$ cat config.mk
export PLATFORM = sky130hd
export DESIGN_NAME = pll_rst_seq
export DESIGN_NICKNAME = d
export VERILOG_FILES = /design/src/rtl/pll_rst_seq.sv
export SDC_FILE = /design/constraint.sdc
export NUM_CORES = 1
export LEC_CHECK = 0
export CORE_UTILIZATION = 38
export CTS_CLUSTER_SIZE = 20
export DETAILED_ROUTE_END_ITERATION = 8
export GPL_ROUTABILITY_DRIVEN = 0
export PLACE_DENSITY_LB_ADDON = 0.15
export SYNTH_ARGS = -nofsm -noshare
export SYNTH_HDL_FRONTEND = slang
export SYNTH_SLANG_ARGS = --single-unit
$ cat constraint.sdc
create_clock -name sys_clk -period 4.9 [get_ports sys_clk]
set_input_delay 0.98 -clock sys_clk [delete_from_list [all_inputs] [get_ports sys_clk]]
set_output_delay 0.98 -clock sys_clk [all_outputs]
set_load 0.01 [all_outputs]
$ cat src/rtl/pll_rst_seq.sv
// Lock-qualified staged reset sequencer running on the raw board clock.
// Optional lock-loss counter is built only when PLL_RST_LOSS_CNT_EN is defined.
module pll_rst_seq #(
    parameter int LOCK_FILT = 16,
    parameter int HOLD_CYC  = 64,
    parameter int N_STAGES  = 2,
    parameter int STAGE_GAP = 8
) (
    input  logic                sys_clk,
    input  logic                sys_rst_n,
    input  logic                pll_lock_i,
    input  logic                soft_rst_i,
    output logic [N_STAGES-1:0] rst_n_o,
    output logic                ready_o,
    output logic [2:0]          state_o,
    output logic [7:0]          loss_cnt_o
);

    localparam int REL_SPAN = (N_STAGES - 1) * STAGE_GAP + 1;
    localparam int MAX_A    = (LOCK_FILT > HOLD_CYC) ? LOCK_FILT : HOLD_CYC;
    localparam int MAX_B    = (MAX_A > REL_SPAN) ? MAX_A : REL_SPAN;
    localparam int CW       = (MAX_B > 1) ? $clog2(MAX_B) : 1;

    localparam logic [CW-1:0] FILT_LAST = CW'(LOCK_FILT - 1);
    localparam logic [CW-1:0] HOLD_LAST = CW'(HOLD_CYC - 1);
    localparam logic [CW-1:0] REL_LAST  = CW'((N_STAGES - 1) * STAGE_GAP);

    typedef enum logic [2:0] {
        IDLE    = 3'd0,
        FILTER  = 3'd1,
        HOLD    = 3'd2,
        RELEASE = 3'd3,
        RUN     = 3'd4
    } state_t;

    logic [1:0]          sync;
    logic                lock_s;
    state_t              state_q, state_d;
    logic [CW-1:0]       cnt_q, cnt_d;
    logic [N_STAGES-1:0] rst_q, rst_d;
    logic                ready_q, ready_d;

    // pll_lock_i is asynchronous to sys_clk; every decision uses the second flop.
    always_ff @(posedge sys_clk or negedge sys_rst_n) begin
        if (!sys_rst_n) begin
            sync <= 2'b00;
        end else begin
            sync <= {sync[0], pll_lock_i};
        end
    end

    assign lock_s = sync[1];

    always_ff @(posedge sys_clk or negedge sys_rst_n) begin
        if (!sys_rst_n) begin
            state_q <= IDLE;
            cnt_q   <= '0;
            rst_q   <= '0;
            ready_q <= 1'b0;
        end else begin
            state_q <= state_d;
            cnt_q   <= cnt_d;
            rst_q   <= rst_d;
            ready_q <= ready_d;
        end
    end

    always_comb begin
        state_d = state_q;
        cnt_d   = cnt_q;
        rst_d   = rst_q;
        ready_d = ready_q;
        unique case (state_q)
            IDLE: begin
                state_d = FILTER;
                cnt_d   = '0;
                rst_d   = '0;
                ready_d = 1'b0;
            end
            FILTER: begin
                if (!lock_s) begin
                    cnt_d = '0;
                end else if (cnt_q == FILT_LAST) begin
                    state_d = HOLD;
                    cnt_d   = '0;
                end else begin
                    cnt_d = cnt_q + CW'(1);
                end
            end
            HOLD: begin
                if (!lock_s) begin
                    state_d = FILTER;
                    cnt_d   = '0;
                    rst_d   = '0;
                    ready_d = 1'b0;
                end else if (cnt_q == HOLD_LAST) begin
                    state_d = RELEASE;
                    cnt_d   = '0;
                end else begin
                    cnt_d = cnt_q + CW'(1);
                end
            end
            RELEASE: begin
                if (!lock_s) begin
                    state_d = FILTER;
                    cnt_d   = '0;
                    rst_d   = '0;
                    ready_d = 1'b0;
                end else begin
                    cnt_d = cnt_q + CW'(1);
                    for (int k = 0; k < N_STAGES; k++) begin
                        if (cnt_q == CW'(k * STAGE_GAP)) begin
                            rst_d[k] = 1'b1;
                        end
                    end
                    // Last stage and ready rise on the same edge.
                    if (cnt_q == REL_LAST) begin
                        state_d = RUN;
                        cnt_d   = '0;
                        ready_d = 1'b1;
                    end
                end
            end
            RUN: begin
                if (!lock_s) begin
                    state_d = FILTER;
                    cnt_d   = '0;
                    rst_d   = '0;
                    ready_d = 1'b0;
                end else if (soft_rst_i) begin
                    state_d = HOLD;
                    cnt_d   = '0;
                    rst_d   = '0;
                    ready_d = 1'b0;
                end
            end
            default: begin
                state_d = IDLE;
                cnt_d   = '0;
                rst_d   = '0;
                ready_d = 1'b0;
            end
        endcase
    end

    assign rst_n_o = rst_q;
    assign ready_o = ready_q;
    assign state_o = state_q;

`ifdef PLL_RST_LOSS_CNT_EN
    logic       loss_evt;
    logic [7:0] loss_q;

    // A loss is only counted once the lock had qualified (HOLD and later).
    assign loss_evt = !lock_s && ((state_q == HOLD) || (state_q == RELEASE) || (state_q == RUN));

    always_ff @(posedge sys_clk or negedge sys_rst_n) begin
        if (!sys_rst_n) begin
            loss_q <= 8'd0;
        end else if (loss_evt && (loss_q != 8'hFF)) begin
            loss_q <= loss_q + 8'd1;
        end
    end

    assign loss_cnt_o = loss_q;
`else
    assign loss_cnt_o = 8'd0;
`endif

endmodule

==> flow_summary.ini, run 1 <==
[outcome]
status = completed

[cells_and_area]
layout-drive-gt1-share = 0.119
antenna_cells = 0
fin_cells = 136
nets = 116
fin_area_sq_um = 960
areaGrowthSynthToFinish_pct = 9.89

[placed_design]
port-buffer-count = 9
pre_cts_ws_ns = 2.42
postPlaceCellArea_sq_um = 933
dp_hpwl_um = 1200
dp.cells = 132

[floorplan]
io_pins = 18
die_area_sq_um = 2490
placementRows = 16
start_util = 0.424
die_w_um = 49.9
die-height_um = 49.9
core_area_sq_um = 2060

[timing]
max_freq_mhz = 403
fin_crit_ns = 2.48
setup_slack_ns = 2.42
slew_headroom = 0.604
clock_skew_ns = 0.00211
slew_violations = 0
finalSetupViolCount = 0
rsz0062_at_grt = false
hold_viol_final = 0
fin_crit_sh = 0.506
finalSetupTns_ns = 0
worst_slew_pin_slew_ns = 0.592

[pwr]
leakage_uw = 0.000434
vdd_drop_max_v = 0.000127
power_density_nw_per_um2 = 207
power_uw = 199

[detailed_routing]
dr.first_iter.drc_count = 15
totalWireLength_um = 1620
route.detailed.wl_per_inst_um = 11.9
vias_per_cell = 5.19
ant_nets = 0
drc = 0
dr_total_vias = 706
drtPass1Iterations = 4

[global_route]
grt_start_max_net_pins = 17
grt_pass1_vias = 623
grt_usage = 0.153
grt_pass1_wl_um = 2860
antenna_found_initial = 0
overflow = 0

[yosys]
postSynthCellCount = 101
ys_seq_area_frac = 0.372
postSynth.asyncResetShare = 1.00
yosysTopAreaCell = dfrtp_1
synth_top_area_share = 0.372
yosysMostFrequentCell = dfrtp_1
synth_edf_count = 0
netlist_top_cells_count = dfrtp_1, buf_4, nand2_1
synth-seq-cells = 13
ys_warn_count = 0
ys.flop_type = dfrtp_1
synthDistinctLibCells = 33
syn_area_per_cell_sq_um = 8.65
synthesis.area_sq_um = 873
synth_area_leaders = dfrtp_1, buf_4, o21ai_0

[worst_setup_path]
start_kind = register
path_buf_inv = 1
crit_slowest_cell = clkdlybuf4s50_1
critPathRequiredTime_ns = 3.92
crit_path_cell_trace = clkdlybuf4s50_1
cp.arrival_ns = 1.50
cp_max_fo = 16
cp_top_family = buffers and inverters
slowest_delay_ns = 0.62
crit_type = reg -> out
crit_path_end_kind = primary output

[clock_network]
cts_sinks = 13
htreeDepth = 1
clockBufferDepth = 2
cts_setup_buffers = 0
cts_tree = yes
cts_buffers = 3
path_clk_slew_ns = 0.08
cts-root-buf = clkbuf_4
clock_latency_ns = 0.28
cts_hold_buf = 0
cts_resized = 0

[run]
maxCapViolCount = 0

[worst_hold_path]
hold_class = reg -> reg
## cells by family after synthesis
logic type / after synthesis / synth area share
xor+xnor: 1 / 0.0100
simple gates: 42 / 0.265
compound gates: 24 / 0.182
other cells: 1 / 0.00429
buf+inv: 17 / 0.125
mux: 1 / 0.0129
fa+ha+maj: 2 / 0.0286
flops: 13 / 0.372
## cell usage in the layout, fill, tap and decap left out, drive strengths merged, types with 3 or more instances in the layout
cell            n
nor3            6
clkdlybuf4s50   9
or3             4
nand3           3
clkbuf          4
dfrtp          13
nand2          11
a21oi           4
nor2            9
conb            8
o21ai           9
inv             5
nand2b          4
## through the flow
| stage | hold WS (ns) | utilization |
|---|---|---|
| 5_1_grt | 0.375 | 0.465 |
| 3_5_place_dp | 0.343 | 0.453 |
| 4_1_cts | 0.362 | 0.465 |
| 6_report | 0.358 | 0.465 |
| 3_3_place_gp | 0.336 | 0.453 |
| 2_1_floorplan | 0.331 | - |
## layer usage
layer / part of all wire / up-vias / global-route usage
li1: - / 355 / -
met1: 0.51 / 323 / 0.215
met2: 0.42 / 26 / 0.216
met3: 0.059 / 2 / 0.0648
met4: 0.0062 / 0 / 0.0286
met5: 0 / - / 0
## power by group
part,internal [uW],switching (uW),total [uW]
logic,8.26,10.5,18.8
registers,110,3.54,114
clock network,31.6,34.7,66.3
total,150,48.8,199
## registers in the layout, summed over array words and instances, names as in the netlist
name and cells:
sync 2, cnt_q 6, state_o 3, rst_n_o 2
## layout make-up
class	instances	area, sq um
repair buffers	9	90.1
multi-input cells	78	465
fillers	209	1100
well taps	27	33.8
clock buffers	4	26.3
inverters	5	18.8
flip-flops and latches	13	325
## final timing paths
kind	startpoint	cells past startpoint	slack [ns]	endpoint
setup / recovery	state_o[1]	1	2.42	state_o[1]
hold / removal	sync[0]	0	0.36	sync[1]
min in group asynchronous	sys_rst_n	1	1.07	cnt_q[0]
max in group asynchronous	sys_rst_n	1	3.44	rst_n_o[0]
hold reg to reg	sync[0]	0	0.36	sync[1]
setup reg to reg	cnt_q[0]	7	3.16	cnt_q[2]
(Power assumes the default switching activity.)
==> run 2, diff against run 1 <==
- clock period: 4.9 -> 2.3 ns (I/O delays scaled with it)
==> flow_summary.ini, run 2 (same netlist as run 1, synthesis figures left out) <==
[worst_setup_path]
crit_path_end_kind = primary output
crit_path_cell_trace = clkdlybuf4s50_1
critPathRequiredTime_ns = 1.84
start_kind = register
r2r_slack_ns = 0.52
crit_slowest_cell = clkdlybuf4s50_1
crit_type = reg -> out
cp_top_family = buffers and inverters
slowest_delay_ns = 0.62
cp.arrival_ns = 1.50
cp_max_fo = 16
path_buf_inv = 1

[global_route]
grt_start_max_net_pins = 17
grt_usage = 0.160
overflow = 0
grt_pass1_vias = 653
grt_pass1_wl_um = 3040
antenna_found_initial = 0

[run]
maxCapViolCount = 0

[worst_hold_path]
hold_class = reg -> reg

[detailed_routing]
drc = 0
vias_per_cell = 5.12
dr_total_vias = 702
dr.first_iter.drc_count = 11
totalWireLength_um = 1680
ant_nets = 0
route.detailed.wl_per_inst_um = 12.3
drtPass1Iterations = 4

[cells_and_area]
layout-drive-gt1-share = 0.127
regMostFlops = cnt_q
layout_commonest_cell = dfrtp_1
layout_common_cells = dfrtp_1, nand2_1, nor2_1, o21ai_0, clkdlybuf4s50_1
largest_register_ffs = 6
nets = 117
final_core_util = 0.469
areaGrowthSynthToFinish_pct = 10.7
antenna_cells = 0

[pwr]
p_switching_uw = 101
pwr-share-comb = 0.097
sw_frac_of_total = 0.241
pwr-share-clk = 0.327
p_seq_frac = 0.576
leakage_uw = 0.000440
power_density_nw_per_um2 = 435
p_int_uw = 320
vdd_drop_max_v = 0.000262

[timing]
rsz0062_at_grt = false
fin_crit_ns = 1.96
finalSetupTns_ns = 0
finalSetupViolCount = 0
slew_violations = 0
fin_crit_sh = 0.854
max_freq_mhz = 509
clock_skew_ns = 0.00931
worst_slew_pin_slew_ns = 0.602
slew_headroom = 0.598
hold_viol_final = 0

[clock_network]
cts_resized = 0
cts_buffers = 3
htreeDepth = 1
cts_tree = yes
cts_sinks = 13
cts_hold_buf = 0
path_clk_slew_ns = 0.08
cts-root-buf = clkbuf_4
clockBufferDepth = 2
cts_setup_buffers = 0
clock_latency_ns = 0.27

[floorplan]
start_util = 0.424
placementRows = 16
io_pins = 18
die_area_sq_um = 2490
die_w_um = 49.9
core_area_sq_um = 2060
die-height_um = 49.9

[placed_design]
dp_hpwl_um = 1270
port-buffer-count = 9

[outcome]
status = completed
[run 2: changes by cell type in the layout (fill, tap and decap cells not counted), sizes merged]
| cell | delta |
|---|---|
| buf | +1 |
[run 2: worst paths after layout]
path                               to  startpoint  cells after the start
min in group asynchronous    cnt_q[2]   sys_rst_n                      1
hold reg to reg               sync[1]     sync[0]                      0
max in group asynchronous  state_o[2]   sys_rst_n                      1
hold / removal                sync[1]     sync[0]                      0
setup / recovery           state_o[1]  state_o[1]                      1
setup reg to reg             cnt_q[2]    cnt_q[0]                      7
[run 2: routing by layer]
layer | wire, um | vias to the layer above | track usage
met5 | 0 | - | 0
li1 | - | 354 | -
met3 | 78 | 2 | 0.0370
met1 | 827 | 324 | 0.226
met4 | 8 | 0 | 0.0429
met2 | 765 | 22 | 0.241
[run 2: power by group through the flow]
stage | clock, uW | sequential, uW | combinational, uW
final | 138 | 243 | 40.8
after global routing | 164 | 244 | 46.8
after CTS | 148 | 243 | 41.4
after detailed placement | 0 | 247 | 41.3
after global placement | 0 | 247 | 40.8
after floorplan | 0 | 245 | 36.1
[run 2: area by class of cell]
cell class	instances	area [sq um]
tap	27	33.8
sequential	13	325
timing repair buffer	10	97.6
inverter	5	18.8
multi-input combinational	78	465
fill	219	1090
clock buffer	4	26.3
[run 2: worst reg2reg max path: cells and delay by family (launching register included)]
family,cells,cell delay (ns)
compound gates,1,0.08
fa+ha+maj,1,0.20
buf+inv,1,0.09
flops,1,0.38
simple gates,4,0.93
[run 2: through the flow]
step                      hold slack [ns]  cells  area (sq um)  setup slack [ns]  power (uW)
after floorplan                     0.164    108           900             0.742         281
after global placement              0.338    133           941             0.511         288
after detailed placement            0.336    133           941             0.423         288
after CTS                           0.365    137           967             0.335         432
after global routing                0.370    137           967             0.237         454
final                               0.361    137           967             0.337         421
